### config.mk
export PLATFORM = sky130hd
export DESIGN_NAME = gate_bank_seq
export DESIGN_NICKNAME = d
export VERILOG_FILES = /design/src/rtl/gate_sel_pkg.sv /design/src/rtl/gate_bank_seq_rise_detect.sv /design/src/rtl/gate_bank_seq.sv
export SDC_FILE = /design/constraint.sdc
export NUM_CORES = 1
export LEC_CHECK = 0
export BUFFER_PORTS_ARGS = -buffer_cell sky130_fd_sc_hd__buf_2
export CORE_UTILIZATION = 43
export CTS_BUF_LIST = sky130_fd_sc_hd__clkbuf_16
export DETAILED_ROUTE_END_ITERATION = 6
export GPL_TIMING_DRIVEN = 0
export PLACE_DENSITY = 0.62
export SLEW_MARGIN = 0
export SYNTH_ARGS = -nofsm -noshare
export SYNTH_HDL_FRONTEND = slang
export SYNTH_SLANG_ARGS = --single-unit
export TNS_END_PERCENT = 20
### constraint.sdc
create_clock -name clk -period 4.11 [get_ports clk]
set_input_delay 0.411 -clock clk [delete_from_list [all_inputs] [get_ports clk]]
set_output_delay 0.411 -clock clk [all_outputs]
set_load 0.02 [all_outputs]
### src/rtl/gate_sel_pkg.sv
// Shared select encodings and classification helpers for the gate/latch bank.
package gate_sel_pkg;

    localparam logic [3:0] SEL_AND  = 4'd0;
    localparam logic [3:0] SEL_OR   = 4'd1;
    localparam logic [3:0] SEL_NAND = 4'd2;
    localparam logic [3:0] SEL_NOR  = 4'd3;
    localparam logic [3:0] SEL_XOR  = 4'd4;
    localparam logic [3:0] SEL_XNOR = 4'd5;
    localparam logic [3:0] SEL_SR   = 4'd6;
    localparam logic [3:0] SEL_T    = 4'd7;
    localparam logic [3:0] SEL_D    = 4'd8;
    localparam logic [3:0] SEL_JK   = 4'd9;

    function automatic logic is_storage(input logic [3:0] sel);
        return (sel >= SEL_SR) && (sel <= SEL_JK);
    endfunction

    function automatic logic is_valid(input logic [3:0] sel);
        return sel <= SEL_JK;
    endfunction

endpackage

### src/rtl/gate_bank_seq_rise_detect.sv
// Rising-edge detector for the update strobe: registered history, combinational pulse.
module rise_detect (
    input  logic clk,
    input  logic reset,
    input  logic stb,
    output logic stb_d,
    output logic stb_rise
);

    always_ff @(posedge clk) begin
        if (reset) begin
            stb_d <= 1'b0;
        end else begin
            stb_d <= stb;
        end
    end

    assign stb_rise = stb & ~stb_d;

endmodule

### src/rtl/gate_bank_seq.sv
// WIDTH-bit gate/latch bank: selectable bitwise gate or strobed storage element,
// registered result with validity flag and a count of accepted storage updates.
module gate_bank_seq
    import gate_sel_pkg::*;
#(
    parameter int WIDTH = 4,
    parameter int CNT_W = 8
) (
    input  logic             clk,
    input  logic             reset,
    input  logic [WIDTH-1:0] a,
    input  logic [WIDTH-1:0] b,
    input  logic [3:0]       sel,
    input  logic             stb,
    output logic [WIDTH-1:0] y,
    output logic             y_valid,
    output logic [CNT_W-1:0] evt_cnt
);

    localparam logic [CNT_W-1:0] CNT_ONE = {{(CNT_W-1){1'b0}}, 1'b1};

    logic [WIDTH-1:0] q;
    logic [WIDTH-1:0] qn;
    logic [WIDTH-1:0] gate_y;
    logic [3:0]       sel_d;
    logic             sel_chg;
    logic             stb_d;
    logic             stb_rise;

    rise_detect u_rise_detect (
        .clk      (clk),
        .reset    (reset),
        .stb      (stb),
        .stb_d    (stb_d),
        .stb_rise (stb_rise)
    );

    assign sel_chg = (sel != sel_d);

    always_comb begin
        gate_y = '0;
        qn     = q;
        case (sel)
            SEL_AND:  gate_y = a & b;
            SEL_OR:   gate_y = a | b;
            SEL_NAND: gate_y = ~(a & b);
            SEL_NOR:  gate_y = ~(a | b);
            SEL_XOR:  gate_y = a ^ b;
            SEL_XNOR: gate_y = ~(a ^ b);
            SEL_SR:   qn = (q | a) & ~b;   // R dominates when S=R=1
            SEL_T:    qn = q ^ a;
            SEL_D:    qn = a;
            SEL_JK:   qn = (a & ~q) | (~b & q);
            default:  ;
        endcase
    end

    always_ff @(posedge clk) begin
        if (reset) begin
            y       <= '0;
            y_valid <= 1'b0;
            evt_cnt <= '0;
            q       <= '0;
            sel_d   <= SEL_AND;
        end else begin
            sel_d <= sel;
            if (sel_chg) begin
                // a strobe edge landing on a select change is deliberately dropped
                q       <= '0;
                y       <= '0;
                y_valid <= 1'b0;
                evt_cnt <= '0;
            end else if (!is_valid(sel)) begin
                y       <= '0;
                y_valid <= 1'b0;
            end else if (!is_storage(sel)) begin
                y       <= gate_y;
                y_valid <= 1'b1;
            end else if (stb_rise) begin
                q       <= qn;
                y       <= qn;
                y_valid <= 1'b1;
                evt_cnt <= evt_cnt + CNT_ONE;
            end else begin
                y       <= q;
                y_valid <= 1'b1;
            end
        end
    end

endmodule
; After elaboration in Yosys (flattened, before gate mapping)
; Cells that the tools add are included.
; Widths: inputs -> output; s select.
[op_classes]
add_sub_neg = 1
mul = 0
div_mod_pow = 0
n_lt_le_gt_ge = 2
eq_ne = 10
shifts = 0
n_mux = 5
bitwise = 17
n_reduce_logical = 6
[ops]
columns = op, count
row1 = $pmux 4 s6, 1
row2 = $not 4->4, 5
row3 = $and 4x4->4, 4
row4 = $eq 4x3->1 const B, 4
row5 = $pmux 4 s4, 1
row6 = $or 4x4->4, 3
row7 = $add 8x1->8 const B, 1
row8 = $eq 4x2->1 const B, 2
row9 = $eq 4x4->1 const B, 2
row10 = $mux 4, 2
row11 = $xor 4x4->4, 2
row12 = $eq 4x1->1 const B, 1
row13 = $ge 4x3->1 const B, 1
row14 = $le 4x4->1 const B, 1
row15 = $logic_not 4->1, 1
row16 = $ne 4x4->1, 1
row17 = $reduce_and 3->1, 1
row18 = $reduce_or 3->1, 1
row19 = $not 1->1, 2
row20 = $reduce_and 2->1, 1
row21 = $reduce_or 2->1, 1
row22 = $and 1x1->1, 1
row23 = $logic_and 1x1->1, 1
row24 = $mux 1, 1
[totals]
ff_bits = 22
latch_bits = 0
ramBits = 0
mem_bits_ro = 0
input_bits = 15
mem_count = 0

; Logic depth before layout (Yosys ltp)
; Gate-level depths: netlist (run 1).
[depth]
word_depth = 6
ltp_mapped = 6

; Modules after synthesis
; From an unflattened synthesis (run 1), not the netlist that was laid out.
[unflattened]
cells_unflattened = 182
area_unflattened_um2 = 1496.4
[modules_own_cells]
columns = module, n_inst, cells_each, area_per_inst_um2
row1 = gate_bank_seq, 1, 179, 1448.9
row2 = rise_detect, 1, 3, 47.5

; Worst setup path after synthesis (run 1)
; No wires, ideal clock.
[synth_timing]
path_kind = input to register
start = input port sel[1]
end = register evt_cnt[5]
setup_time_ns = 0.128
arrival_ns = 1.565
t_required_ns = 3.982
path_slack_ns = 2.417
cell_stages = 6
n_path_buf = 2
path_cell_list = buf_6 or3b_4 buf_6 a2111oi_4 xnor2_1 nor2_1
[synth_between]
elab_chain_len = 3
word_cells_on_any_way = 6
[synth_lines]
columns = element, line
row1 = start: declaration, gate_bank_seq.sv:13  ; input logic [3:0] sel,
row2 = $ge 4x3->1 or $le 4x4->1 (tied branches), "gate_sel_pkg.sv:16, gate_sel_pkg.sv:20"
row3 = $logic_and 1x1->1, gate_sel_pkg.sv:16  ; return (sel >= SEL_SR) && (sel <= SEL_JK);
row4 = $reduce_and 3->1 (no source line), -
row5 = end signal: assignment, gate_bank_seq.sv:83  ; evt_cnt <= evt_cnt + CNT_ONE;
row6 = end: declaration, gate_bank_seq.sv:17  ; output logic [CNT_W-1:0] evt_cnt
; Parallel ways exist; a longest one is shown, timed or not.
; A chain may end at the register's enable or synchronous reset.

; Worst setup path after layout (run 1)
[layout_timing]
start = input port sel[2]
end = register y[2]
[layout_between]
elab_chain_len = 4
word_cells_on_any_way = 20
[layout_lines]
columns = element, line
row1 = $eq 4x4->1 or $eq 4x3->1 (tied branches), gate_bank_seq.sv:43  ; case (sel)
row2 = $pmux 4 s4, gate_bank_seq.sv:43
row3 = $mux 4, -
row4 = $mux 4, gate_bank_seq.sv:76  ; end else if (!is_storage(sel)) begin
row5 = end signal: assignment, gate_bank_seq.sv:77  ; y <= gate_y;
row6 = end signal: assignment, gate_bank_seq.sv:81  ; y <= qn;
row7 = end signal: assignment, gate_bank_seq.sv:85  ; y <= q;
row8 = end: declaration, gate_bank_seq.sv:15  ; output logic [WIDTH-1:0] y,
; Parallel ways exist; a longest one is shown, timed or not.

==> results of run 1 <==
==> critical path, delay by kind of cell <==
kind	cells	cell delay, ns
buf+inv	2	0.36
compound gates	2	0.55
simple gates	2	0.71
==> power by group through the flow <==
stage | clock network (mW) | logic [mW] | registers [mW]
2_1_floorplan | 0 | 0.0629 | 0.223
3_3_place_gp | 0 | 0.0862 | 0.223
3_5_place_dp | 0 | 0.0891 | 0.223
4_1_cts | 0.206 | 0.0898 | 0.218
5_1_grt | 0.215 | 0.101 | 0.219
6_report | 0.203 | 0.0897 | 0.218
==> layout make-up <==
type | instances | area share [%]
Timing Repair Buffer | 25 | 6.81
Buffer | 11 | 3.34
Clock buffer | 3 | 4.09
Multi-Input combinational cell | 139 | 55.8
Inverter | 14 | 2.86
Tap cell | 46 | 3.13
Sequential cell | 22 | 24.0
==> layout by cell type (no fill, tap or decap), types with 4 or more instances in the layout <==
cell type	n
sky130_fd_sc_hd__nand2_1	15
sky130_fd_sc_hd__xnor2_1	11
sky130_fd_sc_hd__a22oi_1	4
sky130_fd_sc_hd__dfxtp_1	22
sky130_fd_sc_hd__nor2_1	14
sky130_fd_sc_hd__nor2b_1	5
sky130_fd_sc_hd__buf_2	29
sky130_fd_sc_hd__mux2i_1	4
sky130_fd_sc_hd__a21oi_1	10
sky130_fd_sc_hd__ha_1	13
sky130_fd_sc_hd__nand2b_1	4
sky130_fd_sc_hd__o21ai_0	5
sky130_fd_sc_hd__inv_1	14
sky130_fd_sc_hd__nand3_1	12
sky130_fd_sc_hd__xor2_1	6
==> registers in the layout, summed over array words and instances (netlist names) <==
register             cells
evt_cnt                  8
q                        4
sel_d                    4
y                        4
u_rise_detect.stb_d      1
y_valid                  1
==> routing by layer <==
| metal | vias to the layer above | global-route usage (%) |
|---|---|---|
| li1 | 713 | - |
| met2 | 36 | 34.4 |
| met1 | 681 | 24.0 |
| met5 | - | 0 |
| met4 | 0 | 5.52 |
| met3 | 2 | 4.01 |
==> final timing paths <==
check                           slack [ns]                  end  cells after the start
worst max-delay path                  2.23      y[2]$_SDFF_PP0_                      6
worst min-delay path                  0.40  sel_d[2]$_SDFF_PP0_                      2
worst max register to register        2.30      y[1]$_SDFF_PP0_                      5
worst min register to register        0.52    q[0]$_SDFFE_PP0P_                      2
==> stage by stage <==
stage | instances | util (%) | hold slack, ns
3_3_place_gp | 257 | 51.6 | 0.508
6_report | 260 | 53.8 | 0.402
4_1_cts | 260 | 53.8 | 0.406
3_5_place_dp | 257 | 51.6 | 0.509
2_1_floorplan | 186 | - | 0.478
5_1_grt | 260 | 53.8 | 0.418
==> kinds of logic after synthesis <==
kind of cell               synth area share [%]
AOI/OAI and AO/OA                          21.2
xor gates and xnor gates                   9.43
adders and majority gates                  10.3
buffers and inverters                      7.21
DFF                                        27.9
muxes                                      4.68
and+or+nand+nor                            19.3
==> impl_results.rst, run 1 <==
.. list-table::
   :header-rows: 1

   * - Metric
     - Value
   * - Sequential area share after synthesis
     - between 20 and 30%
   * - Post-CTS repair timing setup buffer count
     - 0
   * - Detailed route wirelength on metal3
     - about 170 µm
   * - Final critical delay including setup and external delays
     - ~1.9 ns
   * - Nets
     - around 240
   * - Design internal power
     - 382 µW
   * - Count of endpoints failing setup in the final report
     - 0
   * - Post-Synthesis Cell Area
     - 1580 µm²
   * - Post-route DRC
     - 0
   * - Crit path launch type
     - input port
   * - Worst IR drop on VDD
     - 0.152 mV
   * - Router iterations before antenna repair
     - 4
   * - Diodes inserted
     - 0
   * - Combinational Power Share
     - 17.6%
   * - Post-synthesis average cell area
     - 8.49 µm²
   * - Post-DP HPWL
     - about 2700 µm
   * - Row count
     - 21
   * - Unrepaired setup endpoints after global routing
     - false
   * - Top_reg_cell synth
     - sky130_fd_sc_hd__dfxtp_1
   * - Clock tree root driver cell
     - sky130_fd_sc_hd__clkbuf_16
   * - Insertion delay of the later-clocked pin in the worst-skew pair
     - between 0.2 and 0.3 ns
   * - Top cell type by total area after synthesis
     - sky130_fd_sc_hd__dfxtp_1
   * - Crit path required time
     - between 4 and 5 ns
   * - Post-route setup TNS
     - 0 ns
   * - Total non-filler cell area in the finished layout
     - 1840 µm²
   * - Worst slack after detailed placement
     - 2.04 ns
   * - Cell types occupying the most area after synthesis
     - sky130_fd_sc_hd__dfxtp_1, sky130_fd_sc_hd__ha_1, sky130_fd_sc_hd__xnor2_1
   * - Share of total power consumed by net switching
     - 25.2%
   * - I/O pin total
     - 28
   * - Via count of the first global-routing pass
     - 1,371
   * - Total congestion overflow
     - 0
   * - Number of flip-flops and latches in the synthesized netlist
     - 22
   * - Gate count after technology mapping
     - 186
   * - Highest achievable clock rate
     - 533 MHz
   * - Clock Tree Buf Depth
     - 2
   * - Combined area of the multi-input logic cells
     - 1020 µm²
   * - Worst Skew
     - 0.00347 ns
   * - Fillers
     - 357
   * - Clock Power Share
     - 39.7%
   * - Count of input and output buffers
     - 25
   * - Post-detailed-routing wire length
     - 3670 µm
   * - Largest incremental delay on the critical path
     - 0.56 ns
   * - Clock Pin Slew Worst Setup and Hold Paths
     - roughly 0.060 ns
   * - Max-slew violation total from the final report
     - 0
   * - Area inside the core boundary
     - 3420 µm²
   * - DR iter-0 viols
     - 96
   * - Count of final hold-check violations
     - 0
   * - Total leakage power
     - 0.730 nW
   * - Inserted Clock Buffers
     - 3
   * - Ratio of routed vias to standard cells
     - 5.51
   * - Height of the chip
     - 62.6 µm
   * - Async SR Flop Fraction
     - 0%
   * - Routed vias
     - about 1,400
   * - CP Capture Type
     - flip-flop
   * - Antenna-violating nets left
     - 0
   * - Setup WS post-layout
     - 2.23 ns
   * - X dimension of the die
     - 62.6 µm
   * - PostCTS Resize Cnt
     - 0
   * - Critical path origin
     - sel[2]
   * - Highest metal used
     - met4
   * - Number of antenna violations at the first check in global routing
     - 0
   * - Startpoint of the tightest hold check path
     - reset
   * - Final critical-path share of the clock period
     - 45.6%
   * - Worst slew pin tran
     - 0.659 ns
   * - Warning count from the yosys run
     - 0
   * - Number of H-tree levels
     - 1
   * - Post-route met1 wirelength
     - between 1500 and 2000 µm
   * - Power density cells
     - 278 nW/µm²
   * - Max-cap violation count
     - 0
   * - Sequential share of power
     - between 40% and 50%
   * - Number of synthesized flops with an enable pin
     - 0
   * - Max FO, Critical Path
     - 10
   * - Total Routing Usage GR
     - 19.6%
   * - Share of cells above drive strength 1
     - between 20% and 30%
   * - Number of buffers inserted for hold repair after clock tree synthesis
     - 0
   * - Worst endpoint data arrival time
     - between 2 and 2.5 ns
   * - Post-layout total power
     - 511 µW
   * - Distinct cell type count after synthesis
     - 43
   * - Signed area change from the synthesized netlist to the final layout
     - 16.3%
   * - Most common library cells after synthesis
     - sky130_fd_sc_hd__dfxtp_1, sky130_fd_sc_hd__nand2_1, sky130_fd_sc_hd__inv_1, sky130_fd_sc_hd__nor2_1, sky130_fd_sc_hd__ha_1
   * - TritonCTS Sinks
     - 22
   * - Clock tree from TritonCTS
     - done
   * - Top-count cell post-synth
     - sky130_fd_sc_hd__dfxtp_1
   * - Critical path type
     - input port to flip-flop
   * - Global-route wire length before repair
     - 6170 µm
   * - Switching power
     - 129 µW
   * - Start of the worst register-to-register path
     - u_rise_detect.stb_d$_SDFF_PP0_
   * - Maximum number of pins on one net before global-route repair
     - 12
   * - Relative slew slack
     - 56.1%
   * - Weighted congestion at the end of routability-driven global placement
     - a little over 0.9
   * - Seq. cell area
     - 440 µm²
   * - Top-area cell type share of the netlist area
     - 27.9%
   * - Post-detailed-placement cell area
     - 1760 µm²
   * - Outcome
     - completed
   * - Sequence of cells on the critical path
     - buf_2 -> clkbuf_1 -> nor3b_1 -> a21o_1 -> nand2_1 -> o32ai_1
   * - Total length of routed met2 wires
     - 1830 µm
   * - Crit path max-delay cell type
     - sky130_fd_sc_hd__nor3b_1
   * - Average wire per cell in the routed design
     - 14.1 µm
   * - Class of the worst hold path
     - input port to flip-flop
   * - Post-synth net total
     - 214
   * - Total die area
     - 3920 µm²
   * - Starting Density
     - 46.2%
Note: power is estimated with default switching activity, not from simulation.
==> run 2: changes to the inputs <==
clock period = 1.81 ns   (was 4.11 ns; I/O delays follow)
==> run 2 against run 1 <==
  * First-iteration DRC count is 1.0% lower
  * Routed wire length is 0.71% lower
  * Cell count stayed put
  * Combinational power is 130% higher
  * Largest power group unchanged
==> impl_results.rst, run 2 (same netlist as run 1, synthesis figures left out) <==
.. list-table::
   :header-rows: 1

   * - Metric
     - Value
   * - Outcome
     - completed
   * - Starting Density
     - 46.2%
   * - Post-DP HPWL
     - 2740 µm
   * - Critical path type
     - input port to flip-flop
   * - Area inside the core boundary
     - 3420 µm²
   * - Final critical-path share of the clock period
     - 90.3%
   * - Fillers
     - 359
   * - Final critical delay including setup and external delays
     - 1.63 ns
   * - Worst Skew
     - 0.00231 ns
   * - Count of endpoints failing setup in the final report
     - 0
   * - Max-slew violation total from the final report
     - 0
   * - Worst slew pin tran
     - around 0.70 ns
   * - Highest achievable clock rate
     - 612 MHz
   * - Unrepaired setup endpoints after global routing
     - false
   * - Nets
     - 244
   * - Post-route setup TNS
     - 0 ns
   * - Combinational Power Share
     - 17.6%
   * - Clock Power Share
     - 39.6%
   * - Router iterations before antenna repair
     - 4
   * - Clock Tree Buf Depth
     - 2
   * - Total die area
     - around 3900 µm²
   * - Reg2reg end
     - y[2]$_SDFF_PP0_
   * - Clock tree from TritonCTS
     - done
   * - CP Capture Type
     - flip-flop
   * - Clock tree root driver cell
     - sky130_fd_sc_hd__clkbuf_16
   * - Inserted Clock Buffers
     - 3
   * - Cell depth of the worst min-delay path
     - 2
   * - Total leakage power
     - 0.730 nW
   * - Weighted congestion at the end of routability-driven global placement
     - 0.926
   * - Signed area change from the synthesized netlist to the final layout
     - 16.6%
   * - Register-to-Register Path Depth
     - 6
   * - Count of final hold-check violations
     - 0
   * - Number of flip-flops under the largest register name
     - 8
   * - TritonCTS Sinks
     - 22
   * - DR iter-0 viols
     - 95
   * - Worst endpoint data arrival time
     - about 1.8 ns
   * - Ratio of routed vias to standard cells
     - between 5 and 6
   * - Worst IR drop on VDD
     - 0.345 mV
   * - Clock Pin Slew Worst Setup and Hold Paths
     - 0.06 ns
   * - Routed vias
     - 1,434
   * - Post-route DRC
     - 0
   * - X dimension of the die
     - 62.6 µm
   * - Startpoint of the tightest hold check path
     - stb
   * - Maximum number of pins on one net before global-route repair
     - 12
   * - Crit path launch type
     - input port
   * - I/O pin total
     - 28
   * - Max-cap violation count
     - 0
   * - Number of H-tree levels
     - 1
   * - Global-route wire length before repair
     - 6200 µm
   * - Seq. cell area
     - 440 µm²
   * - End point of the worst hold path
     - u_rise_detect.stb_d$_SDFF_PP0_
   * - Diodes inserted
     - 0
   * - Switching power
     - about 290 µW
   * - Row count
     - 21
   * - Crit path required time
     - slightly below 2 ns
   * - Post-detailed-routing wire length
     - 3650 µm
   * - Power density cells
     - 629 nW/µm²
   * - Register ranked first by flip-flop count
     - evt_cnt
   * - Combined area of the multi-input logic cells
     - 1030 µm²
   * - Total congestion overflow
     - 0
   * - Height of the chip
     - between 60 and 70 µm
   * - Class of the worst hold path
     - input port to flip-flop
   * - Start of the worst register-to-register path
     - q[2]$_SDFFE_PP0P_
   * - Insertion delay of the later-clocked pin in the worst-skew pair
     - 0.25 ns
   * - Average wire per cell in the routed design
     - 14.0 µm
   * - Max FO, Critical Path
     - 10
   * - Worst Hold Margin
     - 0.175 ns
   * - Count of input and output buffers
     - 25
   * - Number of antenna violations at the first check in global routing
     - 0
   * - Core occupancy in the finished layout
     - 53.9%
   * - Relative slew slack
     - 53.1%
   * - Most used cells in the layout excluding fill and tap cells
     - sky130_fd_sc_hd__buf_2, sky130_fd_sc_hd__dfxtp_1, sky130_fd_sc_hd__nand2_1
   * - Share of total power consumed by net switching
     - 25.1%
   * - Via count of the first global-routing pass
     - 1,374
   * - Reg-to-reg setup timing slack
     - roughly 0.2 ns
   * - Total Routing Usage GR
     - 19.7%
   * - Share of cells above drive strength 1
     - 20.6%
   * - Antenna-violating nets left
     - 0
   * - Sequential share of power
     - 42.8%
   * - Most common library cell in the layout ignoring fill and taps
     - sky130_fd_sc_hd__buf_2
   * - Design internal power
     - 868 µW
run 2: cell counts in the layout (fill, tap and decap cells not counted):
No cell type changed its count.
run 2: repair_timing:
item	in CTS	in global routing
setup buffers	0	0
hold buffers	0	0
gates resized for setup	1	0
setup endpoints to repair	1	0
run 2: worst max-delay path by stage:
stage	to	slack [ns]	cells past startpoint	from
final	y[2]$_SDFF_PP0_	0.18	6	sel[2]
after global routing	q[1]$_SDFFE_PP0P_	0.002	5	sel_d[2]$_SDFF_PP0_
after CTS	y[1]$_SDFF_PP0_	0.19	5	u_rise_detect.stb_d$_SDFF_PP0_
after detailed placement	y[2]$_SDFF_PP0_	-0.03	6	sel[2]
after global placement	y[2]$_SDFF_PP0_	-0.05	6	sel[2]
after floorplan	evt_cnt[5]$_SDFFE_PP0P_	0.35	6	sel[1]
run 2: power groups by stage:
| stage | Combinational [mW] | Clock, mW | Sequential (mW) |
|---|---|---|---|
| finish | 0.204 | 0.459 | 0.496 |
| global route | 0.230 | 0.488 | 0.496 |
| CTS | 0.205 | 0.467 | 0.496 |
| detailed placement | 0.202 | 0 | 0.506 |
| global placement | 0.196 | 0 | 0.506 |
| floorplan | 0.143 | 0 | 0.507 |
run 2: area by class of cell:
class / instances / share of cell area (%)
Multi-Input combinational cell: 139 / 55.9
Sequential cell: 22 / 23.9
Buffer: 11 / 3.33
Clock buffer: 3 / 4.08
Timing Repair Buffer: 25 / 6.80
Tap cell: 46 / 3.13
Inverter: 14 / 2.86
run 2: worst max-delay path: stages:
cell and delay [ns]:
sky130_fd_sc_hd__buf_2 0.12, sky130_fd_sc_hd__clkbuf_1 0.22, sky130_fd_sc_hd__nor3b_1 0.55, sky130_fd_sc_hd__a21o_1 0.22
sky130_fd_sc_hd__nand2_1 0.15, sky130_fd_sc_hd__o32ai_1 0.33
run 2: metal layers:
layer	GRT usage, %	vias to the layer above	wire length [µm]
met1	24.1	668	1630
li1	-	712	-
met2	34.5	49	1790
met3	4.01	5	201
met5	0	-	0
met4	5.52	0	20
run 2: stage by stage:
stage / std cells / total power, mW / instance area [µm²] / setup WS, ns
after detailed placement: 257 / 0.709 / 1760 / -0.0272
after global placement: 257 / 0.702 / 1760 / -0.0547
after global routing: 260 / 1.21 / 1840 / 0.00173
final: 260 / 1.16 / 1840 / 0.176
after floorplan: 186 / 0.650 / 1580 / 0.347
after CTS: 260 / 1.17 / 1840 / 0.190
